===== config.mk =====
export PLATFORM = sky130hd
export DESIGN_NAME = fp_window_accum
export DESIGN_NICKNAME = d
export VERILOG_FILES = /design/src/rtl/fp_window_accum.sv
export SDC_FILE = /design/constraint.sdc
export NUM_CORES = 1
export LEC_CHECK = 0
export CAP_MARGIN = 20
export CELL_PAD_IN_SITES_DETAIL_PLACEMENT = 0
export CELL_PAD_IN_SITES_GLOBAL_PLACEMENT = 1
export CORE_UTILIZATION = 45
export CTS_BUF_LIST = sky130_fd_sc_hd__clkbuf_4 sky130_fd_sc_hd__clkbuf_8 sky130_fd_sc_hd__clkbuf_16
export DETAILED_ROUTE_END_ITERATION = 8
export PLACE_DENSITY = 0.78
export REMOVE_ABC_BUFFERS = 1
export SYNTH_ARGS = -nofsm -noshare
export SYNTH_HDL_FRONTEND = slang
export SYNTH_SLANG_ARGS = --single-unit

===== constraint.sdc =====
create_clock -name clk -period 2.9 [get_ports clk]
set_input_delay 0.435 -clock clk [delete_from_list [all_inputs] [get_ports clk]]
set_output_delay 0.435 -clock clk [all_outputs]
set_load 0.01 [all_outputs]

===== src/rtl/fp_window_accum.sv =====
// fp_window_accum: decodes 8-bit (S,E,F) floats to signed integers, sums
// WINDOW accepted samples with saturation, tracks peak magnitude and
// presents one result per window on a valid/ready output handshake.
// Ports:
//   clk, rst            clock, asynchronous active-high reset
//   clr                 synchronous clear of partial window / pending result
//   in_valid/in_ready   sample handshake; in_s/in_e/in_f carry the sample
//   out_valid/out_ready result handshake
//   sum_out             signed saturated window sum (ACC_W bits)
//   peak_out            largest |F<<E| seen in the window
//   sat_out             saturation occurred somewhere in the window
module fp_window_accum #(
  parameter int unsigned WINDOW = 8,
  parameter int unsigned ACC_W  = 16
) (
  input  logic                    clk,
  input  logic                    rst,
  input  logic                    clr,
  input  logic                    in_valid,
  output logic                    in_ready,
  input  logic                    in_s,
  input  logic [2:0]              in_e,
  input  logic [3:0]              in_f,
  output logic                    out_valid,
  input  logic                    out_ready,
  output logic signed [ACC_W-1:0] sum_out,
  output logic [10:0]             peak_out,
  output logic                    sat_out
);

  localparam int unsigned CNT_W = $clog2(WINDOW + 1);
  localparam int unsigned MAG_W = 11;
  localparam int unsigned VAL_W = 12;
  localparam int unsigned EXT_W = ACC_W + 1;

  typedef enum logic {ACCUM = 1'b0, HOLD = 1'b1} state_e;

  state_e                    state_q, state_d;
  logic signed [ACC_W-1:0]   acc_q, acc_d;
  logic [CNT_W-1:0]          cnt_q, cnt_d;
  logic [MAG_W-1:0]          peak_q, peak_d;
  logic                      sat_q, sat_d;
  logic                      out_valid_q, out_valid_d;
  logic signed [ACC_W-1:0]   sum_out_q, sum_out_d;
  logic [MAG_W-1:0]          peak_out_q, peak_out_d;
  logic                      sat_out_q, sat_out_d;

  logic [MAG_W-1:0]          mag;
  logic [VAL_W-1:0]          val;
  logic [EXT_W-1:0]          sum_ext;
  logic                      ovf;
  logic signed [ACC_W-1:0]   acc_sat;
  logic [MAG_W-1:0]          peak_new;
  logic                      accept;
  logic                      last;

  // Sample decode and saturating add, evaluated one guard bit wider than acc.
  always_comb begin
    mag      = {7'b0, in_f} << in_e;
    val      = in_s ? -{1'b0, mag} : {1'b0, mag};
    sum_ext  = {acc_q[ACC_W-1], acc_q} + {{(EXT_W-VAL_W){val[VAL_W-1]}}, val};
    ovf      = sum_ext[ACC_W] ^ sum_ext[ACC_W-1];
    if (!ovf) begin
      acc_sat = sum_ext[ACC_W-1:0];
    end else if (sum_ext[ACC_W]) begin
      acc_sat = {1'b1, {(ACC_W-1){1'b0}}};
    end else begin
      acc_sat = {1'b0, {(ACC_W-1){1'b1}}};
    end
    peak_new = (mag > peak_q) ? mag : peak_q;
  end

  assign in_ready = (state_q == ACCUM) && !clr;
  assign accept   = in_valid && in_ready;
  assign last     = (cnt_q == CNT_W'(WINDOW - 1));

  // Next-state logic; clr outranks everything except reset.
  always_comb begin
    state_d     = state_q;
    acc_d       = acc_q;
    cnt_d       = cnt_q;
    peak_d      = peak_q;
    sat_d       = sat_q;
    out_valid_d = out_valid_q;
    sum_out_d   = sum_out_q;
    peak_out_d  = peak_out_q;
    sat_out_d   = sat_out_q;
    if (clr) begin
      state_d     = ACCUM;
      acc_d       = '0;
      cnt_d       = '0;
      peak_d      = '0;
      sat_d       = 1'b0;
      out_valid_d = 1'b0;
    end else begin
      unique case (state_q)
        ACCUM: begin
          if (accept) begin
            if (last) begin
              // Final sample: publish the result and restart the window.
              sum_out_d   = acc_sat;
              peak_out_d  = peak_new;
              sat_out_d   = sat_q | ovf;
              out_valid_d = 1'b1;
              acc_d       = '0;
              cnt_d       = '0;
              peak_d      = '0;
              sat_d       = 1'b0;
              state_d     = HOLD;
            end else begin
              acc_d  = acc_sat;
              cnt_d  = cnt_q + CNT_W'(1);
              peak_d = peak_new;
              sat_d  = sat_q | ovf;
            end
          end
        end
        HOLD: begin
          if (out_ready) begin
            out_valid_d = 1'b0;
            state_d     = ACCUM;
          end
        end
        default: state_d = ACCUM;
      endcase
    end
  end

  // State and output registers.
  always_ff @(posedge clk or posedge rst) begin
    if (rst) begin
      state_q     <= ACCUM;
      acc_q       <= '0;
      cnt_q       <= '0;
      peak_q      <= '0;
      sat_q       <= 1'b0;
      out_valid_q <= 1'b0;
      sum_out_q   <= '0;
      peak_out_q  <= '0;
      sat_out_q   <= 1'b0;
    end else begin
      state_q     <= state_d;
      acc_q       <= acc_d;
      cnt_q       <= cnt_d;
      peak_q      <= peak_d;
      sat_q       <= sat_d;
      out_valid_q <= out_valid_d;
      sum_out_q   <= sum_out_d;
      peak_out_q  <= peak_out_d;
      sat_out_q   <= sat_out_d;
    end
  end

  assign out_valid = out_valid_q;
  assign sum_out   = sum_out_q;
  assign peak_out  = peak_out_q;
  assign sat_out   = sat_out_q;

endmodule

==> run summary <==
Die area: 10,600 sq um
Vias in the first global route: 4,713
Via count: 4,703
FF+latch count, synth: 62
Synth Instances: 502
Max cap viols: 0
IO Pins: 43
PnR worst setup slack: -0.385 ns
HPWL Detailed: 10,300 um
Internal power: 3.09 mW
Initial Util: 46.7%
Post-synthesis cell type count: 74
Clock Skew: 0.0131 ns
Antenna viol nets, final: 0
Routability Congestion: 0.983
Worst reg2reg setup slack: 0.28 ns
Worst-case clock buffer depth: 2
Top sig layer: met4
CTS sink cnt: 62
CTS buffer count: 9
Worst setup path startpoint: in_e[1]
Row count: 36
Largest net degree at the start of global routing: 36
Synth-to-layout area growth: 58.6%
WP data required: 3.17 ns
Global-route wire length before repair: 23,900 um
VDD IR max: 0.000646 V
Met3 WL: 638 um
Class of the worst hold path: in2async
Initial DRC count: 278
Placed Cells: 760
Most common cell after layout, fill and taps aside: buf_4
Nets@finish: 711
Final Cycle Share: 113%
RSZ-0062 raised after global routing: yes
Post-synthesis sequential area ratio: 33.7%
Placed Area: 5960 sq um
Max Freq: 304 MHz
CP Capture Type: flop
Finished Cell Area: 7300 sq um
Share of cells above drive strength 1: 45.8%
PD cells: 713 nW/um^2
Total wire length: 15,900 um
Die Y: 103 um
Initial antenna violation count: 0
Clk network pwr share: 19.0%
Sw Pwr: 2.12 mW
Number of synthesized flops with an enable pin: 0
CTS tree: built
Core area: 9860 sq um
Flop pwr share: 20.2%
# setup viols final: 34
Max transition margin: 34.5%
Failing checks: setup timing
Worst-skew pair later-pin latency: 0.36 ns
Max-slew violation count: 0
Mapped Area: 4610 sq um
Crit Path Class: in2reg
Reg2reg end: acc_q[8]
Die width: 103 um
RR Startpoint: acc_q[0]
Outcome: finished, violations left
Commonest non-fill, non-tap cells in the layout: buf_4 (118), nand2_1 (69), dfrtp_1 (62)
CTS HTree Levels: 3
Global Route Usage Sum: 29.7%
R2r worst-path depth: 8
DRC: 0
Sw Ratio: 40.7%
Startpoint Class: primary input
Wire length per cell: 19.8 um
Met2 Wirelength: 8190 um
Leakage power: 3.19 nW
Mapped Avg Cell Area: 9.18 sq um
CTS Hold Bufs: 0
Combinational power share: 60.8%
CTS clock-pin slew for the worst setup and hold paths: 0.08 ns
Crit path arrival time: 3.55 ns
N_diodes: 0
Root buffer cell: clkbuf_8
CP max FO: 7
Slew @ Worst Pin: 0.983 ns
Post-synth ARST share: 100%
Minimum clock period: 3.28 ns
Final Hold Viols: 0
DR pass1 iterations: 5
Total grt overflow: 0
Met1 WL: 6660 um
I/O Buffers: 42
Yosys warns: 0
Final instance count without filler cells: 806
Via density: 5.83
Top FF cell, synth: dfrtp_1
[repair_timing]
action | in CTS | in global routing
resized for setup | 112 | 87
setup buffers | 22 | 7
pin swaps | 43 | 49
gates cloned | 1 | 2
endpoints found under the setup margin | 56 | 55
[synth_stat cells (3+ instances only)]
cell      number  area share [%]
nand2_1       70             5.7
a21o_1         9             1.5
o211ai_1       4            0.65
a21oi_2        9             1.7
inv_1         25             2.0
nor2b_1        5            0.68
and2_1         4            0.54
a221o_1        9             2.0
a211oi_1      11             1.8
o311ai_1       4            0.76
o31ai_2       12             3.3
clkbuf_1      18             1.5
nor3_1        10             1.1
dfrtp_1       62              34
nand3_1        4            0.43
a221oi_1       3            0.57
a21boi_0       3            0.49
nand3b_1       4            0.65
and3_1         7            0.95
ha_1          29             7.9
buf_2          9            0.98
o21a_1         3            0.49
o221ai_1       4            0.76
o21ai_1       14             1.5
buf_6          5             1.2
nand4_1       13             1.8
xnor2_1       15             2.9
o31ai_1        8             1.3
nand2b_1       4            0.54
o21ai_0       20             2.2
xor2_1         5            0.95
nor2_1        21             1.7
a21oi_1       28             3.0
[flip-flops by register name (all words and copies together), names as in the netlist]
| name | count |
|---|---|
| peak_q | 11 |
| sat_out | 1 |
| state_q | 1 |
| acc_q | 16 |
| sat_q | 1 |
| sum_out | 16 |
| out_valid | 1 |
| peak_out | 11 |
| cnt_q | 4 |
[power groups by stage]
stage / clock network [mW] / logic [mW] / registers, mW
after floorplan: 0 / 1.19 / 1.03
after global routing: 1.03 / 3.33 / 1.06
after global placement: 0 / 2.12 / 1.05
final: 0.988 / 3.17 / 1.05
after detailed placement: 0 / 2.16 / 1.05
after CTS: 0.994 / 2.63 / 1.03
[through the flow]
stage | worst slack (ns) | setup TNS [ns] | total power [mW] | utilization, % | hold WS, ns
2_1_floorplan | -0.700 | -21.01 | 2.22 | - | 0.455
3_3_place_gp | -1.34 | -64.38 | 3.16 | 60.5 | 0.466
3_5_place_dp | -1.45 | -69.07 | 3.20 | 60.5 | 0.474
4_1_cts | -0.404 | -11.35 | 4.66 | 68.2 | 0.492
5_1_grt | -0.504 | -15.02 | 5.42 | 74.0 | 0.509
6_report | -0.385 | -11.26 | 5.21 | 74.0 | 0.467
[logic make-up after synthesis]
kind of cell             Yosys count  share of synthesized area [%]
flip-flops                        62                           33.7
XOR/XNOR                          20                           3.80
adder cells (fa/ha/maj)           30                           8.31
multiplexers                       7                           2.09
AO/OA/AOI/OAI                    173                           30.0
AND/OR/NAND/NOR                  153                           16.4
buffers and inverters             57                           5.70
[final cells by class]
type	instances	area (sq um)
clock buffers	9	124
fillers	655	2560
repair buffers	187	1700
flip-flops and latches	62	1550
inverters	25	93.8
well taps	133	166
multi-input cells	383	3540
clock inverters	7	123
[critical path, stage by stage]
cell and delay (ns):
buf_12 0.12, mux2_4 0.32, mux2i_4 0.20, nor2_2 0.07, nand4b_4 0.23, buf_12 0.18, o31ai_4 0.21, xnor2_2 0.12
ha_4 0.33, nand3_1 0.13, o221ai_4 0.22, a21oi_4 0.11, o211ai_4 0.24, buf_12 0.17, buf_4 0.16, a21oi_4 0.07
o31ai_2 0.20
[metal layers]
layer / up-vias / global-route usage [%]
met5: - / 0
met4: 0 / 12.5
met3: 44 / 4.64
met2: 149 / 51.7
met1: 2314 / 36.7
li1: 2196 / -
[worst max-delay path by stage]
stage | to | slack [ns] | cells after the start
after global routing | acc_q[1] | -0.50 | 17
after global placement | acc_q[12] | -1.34 | 16
after CTS | sum_out[14] | -0.40 | 17
final | acc_q[1] | -0.38 | 17
after detailed placement | acc_q[12] | -1.45 | 18
after floorplan | sum_out[14] | -0.70 | 12
No activity file was read; power rests on OpenSTA's default activity.
